## src/rtl/multipath_scan.sv

```systemverilog
// Delay-path result selector: a manual switch-driven select path plus an autonomous
// scan engine that streams {channel, result, timeout} records over valid/ready.
module multipath_scan #(
  parameter int N_CH   = 32,
  parameter int RES_W  = 32,
  parameter int SEL_W  = $clog2(N_CH),
  parameter int TO_CYC = 4096,
  parameter int TO_W   = $clog2(TO_CYC)
) (
  input  logic                   clk250,
  input  logic                   rst_n,
  input  logic [N_CH*RES_W-1:0]  ch_result,
  input  logic [N_CH-1:0]        ch_fin,
  input  logic [SEL_W-1:0]       SW,
  input  logic                   mode,
  input  logic                   start,
  input  logic                   abort,
  output logic [RES_W-1:0]       result,
  output logic                   fin,
  output logic                   out_valid,
  input  logic                   out_ready,
  output logic [SEL_W-1:0]       out_ch,
  output logic [RES_W-1:0]       out_data,
  output logic                   out_to,
  output logic                   busy,
  output logic                   done
);

  localparam int NPAD = 1 << SEL_W;
  localparam logic [SEL_W-1:0] LAST    = SEL_W'(N_CH - 1);
  localparam logic [TO_W-1:0]  TO_LAST = TO_W'(TO_CYC - 1);

  typedef enum logic [1:0] {S_IDLE, S_WAIT, S_EMIT, S_DONE} st_t;

  typedef struct packed {
    logic [SEL_W-1:0] ch;
    logic [RES_W-1:0] data;
    logic             to;
  } rec_t;

  // Channels are padded to a power of two with zeros so an out-of-range SW reads 0.
  logic [NPAD-1:0][RES_W-1:0] res_arr;
  logic [NPAD-1:0]            fin_arr;

  for (genvar k = 0; k < NPAD; k++) begin : g_ch
    if (k < N_CH) begin : g_real
      assign res_arr[k] = ch_result[k*RES_W +: RES_W];
      assign fin_arr[k] = ch_fin[k];
    end else begin : g_pad
      assign res_arr[k] = '0;
      assign fin_arr[k] = 1'b0;
    end
  end

  logic [RES_W-1:0] result_q;
  logic             fin_q;

  always_ff @(posedge clk250 or negedge rst_n) begin
    if (!rst_n) begin
      result_q <= '0;
      fin_q    <= 1'b0;
    end else begin
      result_q <= res_arr[SW];
      fin_q    <= fin_arr[SW];
    end
  end

  st_t              st_q;
  rec_t             rec_q;
  logic             vld_q;
  logic             done_q;
  logic [SEL_W-1:0] idx_q;
  logic [TO_W-1:0]  tmr_q;

  always_ff @(posedge clk250 or negedge rst_n) begin
    if (!rst_n) begin
      st_q   <= S_IDLE;
      rec_q  <= '0;
      vld_q  <= 1'b0;
      done_q <= 1'b0;
      idx_q  <= '0;
      tmr_q  <= '0;
    end else begin
      done_q <= 1'b0;
      if (abort) begin
        st_q  <= S_IDLE;
        vld_q <= 1'b0;
        idx_q <= '0;
        tmr_q <= '0;
      end else begin
        case (st_q)
          S_IDLE: if (start && mode) begin
            st_q  <= S_WAIT;
            idx_q <= '0;
            tmr_q <= '0;
          end
          S_WAIT: begin
            // fin wins over a timeout landing in the same cycle
            if (fin_arr[idx_q]) begin
              rec_q <= '{ch: idx_q, data: res_arr[idx_q], to: 1'b0};
              vld_q <= 1'b1;
              st_q  <= S_EMIT;
            end else if (tmr_q == TO_LAST) begin
              rec_q <= '{ch: idx_q, data: '1, to: 1'b1};
              vld_q <= 1'b1;
              st_q  <= S_EMIT;
            end else begin
              tmr_q <= tmr_q + 1'b1;
            end
          end
          S_EMIT: if (vld_q && out_ready) begin
            vld_q <= 1'b0;
            if (idx_q == LAST) begin
              st_q <= S_DONE;
            end else begin
              idx_q <= idx_q + 1'b1;
              tmr_q <= '0;
              st_q  <= S_WAIT;
            end
          end
          S_DONE: begin
            done_q <= 1'b1;
            st_q   <= S_IDLE;
          end
          default: st_q <= S_IDLE;
        endcase
      end
    end
  end

  assign result    = result_q;
  assign fin       = fin_q;
  assign out_valid = vld_q;
  assign out_ch    = rec_q.ch;
  assign out_data  = rec_q.data;
  assign out_to    = rec_q.to;
  assign busy      = (st_q != S_IDLE);
  assign done      = done_q;

endmodule
```

## config.mk

```make
export PLATFORM = sky130hd
export DESIGN_NAME = multipath_scan
export DESIGN_NICKNAME = d
export VERILOG_FILES = /design/src/rtl/multipath_scan.sv
export SDC_FILE = /design/constraint.sdc
export NUM_CORES = 1
export LEC_CHECK = 0
export BUFFER_PORTS_ARGS = -buffer_cell sky130_fd_sc_hd__buf_2
export CAP_MARGIN = 40
export CORE_AREA = 2 2 451 453
export DETAILED_ROUTE_END_ITERATION = 6
export DIE_AREA = 0 0 453 455
export PLACE_DENSITY = 0.3
export SLEW_MARGIN = 10
export SYNTH_ARGS = -nofsm -noshare
export SYNTH_HDL_FRONTEND = slang
export SYNTH_SLANG_ARGS = --single-unit
```

## constraint.sdc

```tcl
create_clock -name clk250 -period 3 [get_ports clk250]
set_input_delay 0.15 -clock clk250 [delete_from_list [all_inputs] [get_ports clk250]]
set_output_delay 0.15 -clock clk250 [all_outputs]
set_load 0.05 [all_outputs]
```

==> flow_metrics.py, run 1 <==
metrics = {
    "timing": {
        "grt_setup_unrepaired": "false",
        "fin_ws_ns": 0.1863,
        "fmax_mhz": 355.4,
        "fin_crit_ns": 2.814,
        "finalHoldViolations": 0,
        "fin_tns_setup_ns": 0,
        "setup_violations": 0,
        "maxSlewViolCount": 0,
        "worst_pin_slew_ns": 0.9212,
        "slew_headroom_pct": 38.59,
        "finalCritPeriodShare_pct": 93.79,
        "finalClockSkew_ns": 0.03780,
    },
    "clock_network": {
        "cts_tree": "yes",
        "cts_inserted_buffers": 9,
        "root_buffer": "clkbuf_16",
        "insertion_delay_ns": 0.45,
        "clock_path_buffers": 2,
        "cts.sink_count": 92,
        "cts.clk_slew.worst_paths_ns": 0.09,
        "htreeDepth": 3,
    },
    "finish": {
        "instances_no_fill": 4991,
        "drive_gt1_share_pct": 86.50,
        "fillers": 22550,
        "final_core_util_pct": 14.81,
        "layout_common_cells": "buf_2, mux4_2, dfrtp_1",
        "final_nets": 3339,
        "synthToLayoutAreaGrowth_pct": 50.75,
        "final_common_cell": "buf_2",
    },
    "routing": {
        "route.detailed.drc": 0,
        "avgViaCountPerCell": 4.109,
        "drt_iter0_markers": 1674,
        "via_count": 20510,
        "routed_wl_um": 164900,
        "drtAntennaViolNets": 0,
        "detail_route.wl_per_cell_um": 33.04,
        "drtPass1Iterations": 5,
    },
    "worst_setup_path": {
        "end_kind": "flop",
        "reg2reg_depth": 6,
        "cp_max_fo": 61,
        "crit_cells": 6,
        "required_ns": 3.32,
        "path_cells": "buf_12, buf_12, mux4_2, mux4_2, mux2i_1, a2bb2oi_1",
        "path_class": "flop to flop",
        "cp-start-kind": "flop",
        "cp.buffers_inverters": 2,
        "cp_top_family": "multiplexers",
        "worst_ep_arrival_time_ns": 3.13,
        "slowest_delay_ns": 0.64,
        "slowest_stage": "dfrtp_4",
    },
    "power": {
        "power.leakage_uw": 0.01077,
        "pwr_density_cell_mw_per_mm2": 272.5,
        "ir_drop_uv": 271.4,
    },
    "yosys": {
        "seq_area_frac_synth_pct": 11.64,
        "synth-edff-count": 0,
        "netlist_instances": 1175,
        "synth_area_leaders": "mux4_2, dfrtp_1, mux2i_1",
        "synth_top_area_cell": "mux4_2",
        "synth.cell_area_mm2": 0.01977,
        "synthFlopType": "dfrtp_1",
        "synth_seq_cells": 92,
        "syn-num-nets": 2245,
        "synth_warnings": 0,
        "async_reset_ff_share_pct": 100.0,
        "syn_area_per_cell_um2": 16.83,
        "ys_types": 44,
        "synth_top_area_share_pct": 74.04,
    },
    "placed_design": {
        "dp_hpwl_um": 142100,
        "place_ws_ns": 0.1485,
        "numPortBuffers": 1140,
        "dp.cells": 4926,
        "gp_congestion": 0.8972,
    },
    "grt": {
        "grt_pass1_vias": 20990,
        "grt_max_degree": 62,
        "antenna_found_initial": 123,
        "grt_usage_pct": 15.36,
        "grt_pass1_wl_um": 211000,
        "gr-total-overflow": 0,
    },
    "floorplanning": {
        "boundaryPins": 1141,
        "die_width_um": 453,
        "design.core.area_mm2": 0.2013,
        "start_util_pct": 9.823,
        "die-area_mm2": 0.2061,
        "fp-row-count": 165,
        "die_height_um": 455,
    },
    "min_path": {
        "hold_path_depth": 3,
        "hp-class": "primary input to flop",
    },
    "job": {
        "drv_cap": 0,
    },
    "run_status": {
        "status": "finished clean",
    },
}
## metal layers
layer	vias up	part of all wire, %	global-route usage (%)
li1	7866	-	-
met5	-	0.16	0
met2	1125	51	26.63
met1	11220	40	19.13
met4	40	2.2	3.151
met3	261	7.3	3.916
## synth_stat cells (2+ instances only)
library cell  number
a21o_1             3
nand2_1           26
nand3_1           13
buf_1             20
nor3_1            12
inv_1              2
buf_4             11
o211ai_1           3
dfrtp_1           92
buf_6              6
nor2_1             9
a21oi_1           11
and4_1             2
a31oi_1            9
nand2b_1           2
or3_1              3
and3_1             4
ha_1               3
buf_2             66
clkbuf_1          68
a2bb2oi_1         32
a22o_1             2
a32oi_1            3
o21ai_0            6
a31o_2             2
nand4_1            4
a22oi_1            4
nor4_1             2
o31ai_1            3
nor2b_1            3
nor3b_1            2
mux4_2           650
mux2i_1           49
mux2_2            38
## through the flow
| step | total power, µW | instance area (µm²) | hold slack, ns |
|---|---|---|---|
| 2_1_floorplan | 4287 | 19770 | -0.1456 |
| 3_3_place_gp | 6627 | 29290 | 0.1735 |
| 3_5_place_dp | 6611 | 29290 | 0.1701 |
| 4_1_cts | 8322 | 29650 | 0.05783 |
| 5_1_grt | 8518 | 29760 | 0.08978 |
| 6_report | 8124 | 29810 | 0.1357 |
## repair_timing
action,CTS,global route
hold buffers,2,0
setup endpoints to repair,0,0
gates resized for setup,0,0
setup buffers,0,0
endpoints found under the hold margin,49,0
## worst paths after layout
| kind | from | slack (ns) | to |
|---|---|---|---|
| setup / recovery | idx_q[1]$_DFFE_PN0P_ | 0.19 | out_data[18]$_DFFE_PN0P_ |
| hold / removal | out_ready | 0.14 | st_q[0]$_DFFE_PN0P_ |
| setup reg to reg | idx_q[1]$_DFFE_PN0P_ | 0.19 | out_data[18]$_DFFE_PN0P_ |
| hold reg to reg | out_ch[4]$_DFFE_PN0P_ | 0.51 | out_ch[4]$_DFFE_PN0P_ |
| max in group asynchronous | rst_n | 1.92 | out_data[19]$_DFFE_PN0P_ |
| min in group asynchronous | rst_n | 0.23 | result[1]$_DFF_PN0_ |
## flip-flops by register name, summed over array words and instances (netlist names)
register and flops:
out_ch 5, st_q 2, out_data 32, out_valid 1, result 32, done 1, idx_q 5, out_to 1
tmr_q 12, fin 1
## area by class of cell
type	count	area [µm²]	area share [%]
timing repair buffer	1254	7024	23.57
clock inverter	6	92.59	0.3106
tap	2672	3343	11.22
clock buffer	10	239.0	0.8018
multi-input combinational	909	16660	55.90
inverter	3	11.26	0.03778
antenna	45	112.6	0.3778
sequential	92	2321	7.787
## tightest hold or removal path, delay by kind of cell
| kind | cells | cell delay, ns |
|---|---|---|
| buffers and inverters | 1 | 0.13 |
| AOI/OAI and AO/OA | 2 | 0.23 |
## power by group
group	leakage, µW	internal (µW)	switching (µW)
sequential	0.00111	1460	178
clock	0.000161	766	797
combinational	0.00950	2220	2710
total	0.0108	4440	3680
## cells by family after synthesis
kind of cell | synth area share (%)
AO/OA/AOI/OAI | 3.095
adder cells (fa/ha/maj) | 0.1899
buffers and inverters | 4.158
flip-flops | 11.64
multiplexers | 78.69
AND/OR/NAND/NOR | 2.228
(Power assumes the default switching activity.)
==> inputs of run 2 (changes only) <==
--- a/config.mk
+++ b/config.mk
@@ -7,11 +7,13 @@
 export LEC_CHECK = 0
 export BUFFER_PORTS_ARGS = -buffer_cell sky130_fd_sc_hd__buf_2
 export CAP_MARGIN = 40
-export CORE_AREA = 2 2 451 453
+export CORE_AREA = 2 2 445 447
 export DETAILED_ROUTE_END_ITERATION = 6
-export DIE_AREA = 0 0 453 455
+export DIE_AREA = 0 0 447 449
 export PLACE_DENSITY = 0.3
+export REMOVE_ABC_BUFFERS = 1
 export SLEW_MARGIN = 10
 export SYNTH_ARGS = -nofsm -noshare
 export SYNTH_HDL_FRONTEND = slang
 export SYNTH_SLANG_ARGS = --single-unit
+export TNS_END_PERCENT = 20
==> constraint.sdc (replaced) <==
create_clock -name clk250 -period 3.6 [get_ports clk250]
set_input_delay 0.18 -clock clk250 [delete_from_list [all_inputs] [get_ports clk250]]
set_output_delay 0.18 -clock clk250 [all_outputs]
set_load 0.05 [all_outputs]
==> flow_metrics.py, run 2 (synthesized netlist as in run 1, its figures left out) <==
metrics = {
    "grt": {
        "grt_use_met1_pct": 18.94,
        "grt_pass1_vias": 21370,
        "grt-busiest-layer": "met2",
        "grt_max_degree": 57,
        "grt_usage_pct": 16.10,
        "grt_pass1_wl_um": 214200,
        "met3_usage_pct": 5.101,
        "antenna_found_initial": 132,
        "gr-total-overflow": 0,
        "grt_use_met2_pct": 28.49,
    },
    "floorplanning": {
        "design.core.area_mm2": 0.1962,
        "boundaryPins": 1141,
        "fp-row-count": 163,
        "start_util_pct": 10.08,
        "die_width_um": 447,
        "die-area_mm2": 0.2007,
        "die_height_um": 449,
    },
    "power": {
        "finalPower_uw": 6774,
        "power.leakage_uw": 0.01068,
        "pwr-share-comb_pct": 60.9,
        "swShare_pct": 45.96,
        "intPower_uw": 3661,
        "seq_power_share_pct": 20.0,
        "switchingPower_uw": 3114,
        "pwr_density_cell_mw_per_mm2": 229.2,
        "clkPwrFrac_pct": 19.0,
        "ir_drop_uv": 259.6,
    },
    "routing": {
        "avgViaCountPerCell": 4.084,
        "detail_route.wl_per_cell_um": 33.78,
        "drtAntennaViolNets": 0,
        "via_count": 20180,
        "route.detailed.drc": 0,
        "drt_iter0_markers": 1557,
        "routed_wl_um": 167000,
        "drtPass1Iterations": 5,
    },
    "timing": {
        "fin_ws_ns": 0.7295,
        "fin_crit_ns": 2.871,
        "finalHoldViolations": 0,
        "finalCritPeriodShare_pct": 79.74,
        "setup_violations": 0,
        "finalClockSkew_ns": 0.02679,
        "grt_setup_unrepaired": "false",
        "fmax_mhz": 348.4,
        "hold-worst-slack_ns": 0.1310,
        "worst_pin_slew_ns": 0.8660,
        "slew_headroom_pct": 42.26,
        "maxSlewViolCount": 0,
        "fin_tns_setup_ns": 0,
    },
    "placed_design": {
        "numPortBuffers": 1140,
        "gp_congestion": 0.9820,
        "place_ws_ns": 0.7204,
        "dp_hpwl_um": 144600,
    },
    "job": {
        "drv_cap": 0,
    },
    "worst_setup_path": {
        "cp-start-kind": "flop",
        "cp_max_fo": 54,
        "end_kind": "flop",
        "r2r_start": "idx_q[1]$_DFFE_PN0P_",
        "path_class": "flop to flop",
        "rrSetupSlack_ns": 0.73,
        "reg2reg_depth": 6,
        "required_ns": 3.92,
        "worst_ep_arrival_time_ns": 3.19,
        "r2r_end": "out_data[18]$_DFFE_PN0P_",
    },
    "run_status": {
        "status": "finished clean",
    },
    "min_path": {
        "hold_path.startpoint": "out_ready",
        "hp-class": "primary input to flop",
        "hold-path-endpoint": "out_valid$_DFFE_PN0P_",
        "hold_path_depth": 4,
    },
    "finish": {
        "drive_gt1_share_pct": 86.40,
        "synthToLayoutAreaGrowth_pct": 49.49,
        "layout_common_cells": "buf_2, mux4_2, dfrtp_1",
        "final_common_cell": "buf_2",
        "fillers": 22050,
        "final_nets": 3331,
        "final_core_util_pct": 15.06,
    },
    "clock_network": {
        "postCtsHoldBufs": 2,
        "root_buffer": "clkbuf_16",
        "cts_resized": 0,
        "clock_path_buffers": 2,
        "cts_tree": "yes",
        "htreeDepth": 3,
        "cts_setup_buffers": 0,
        "cts.clk_slew.worst_paths_ns": 0.11,
        "insertion_delay_ns": 0.45,
        "cts_inserted_buffers": 9,
        "cts.sink_count": 92,
    },
}
[run 2: worst max-delay path by stage]
stage,endpoint,from,slack (ns)
5_1_grt,tmr_q[3]$_DFFE_PN0P_,idx_q[1]$_DFFE_PN0P_,0.58
3_5_place_dp,out_data[24]$_DFFE_PN0P_,idx_q[1]$_DFFE_PN0P_,0.72
6_report,out_data[18]$_DFFE_PN0P_,idx_q[1]$_DFFE_PN0P_,0.73
3_3_place_gp,out_data[24]$_DFFE_PN0P_,idx_q[1]$_DFFE_PN0P_,0.69
4_1_cts,out_data[24]$_DFFE_PN0P_,idx_q[1]$_DFFE_PN0P_,0.67
2_1_floorplan,out_data[0]$_DFFE_PN0P_,idx_q[0]$_DFFE_PN0P_,-8.80
[run 2: area by class of cell]
cell class	instances	area [µm²]	area share [%]
Antenna cell	37	92.59	0.3133
Timing Repair Buffer	1246	6850	23.18
Multi-Input combinational cell	909	16660	56.38
Tap cell	2640	3303	11.18
Clock buffer	10	229.0	0.7747
Inverter	3	11.26	0.03810
Clock inverter	5	86.33	0.2921
Sequential cell	92	2321	7.853
[run 2: worst max-delay path, stage by stage (launching register included)]
cell       delay, ns
dfrtp_4         0.82
buf_12          0.35
buf_4           0.27
mux4_2          0.42
mux4_2          0.49
mux2i_1         0.15
a2bb2oi_1       0.07
[run 2: through the flow]
stage | cell area [µm²] | cells
6_report | 29560 | 4942
5_1_grt | 29510 | 4923
4_1_cts | 29460 | 4905
3_5_place_dp | 29130 | 4888
3_3_place_gp | 29070 | 4886
2_1_floorplan | 18960 | 1004
[run 2: power by group through the flow]
stage / combinational (µW) / clock (µW) / sequential, µW
5_1_grt: 4350 / 1420 / 1380
3_5_place_dp: 4190 / 0 / 1380
4_1_cts: 4210 / 1420 / 1370
2_1_floorplan: 1520 / 0 / 2020
3_3_place_gp: 4190 / 0 / 1390
6_report: 4130 / 1290 / 1360
[run 2: layer usage]
| metal | vias up | part of all wire [%] |
|---|---|---|
| li1 | 7854 | - |
| met1 | 10950 | 38 |
| met2 | 1068 | 52 |
| met3 | 236 | 8.0 |
| met4 | 76 | 1.8 |
| met5 | - | 0.29 |
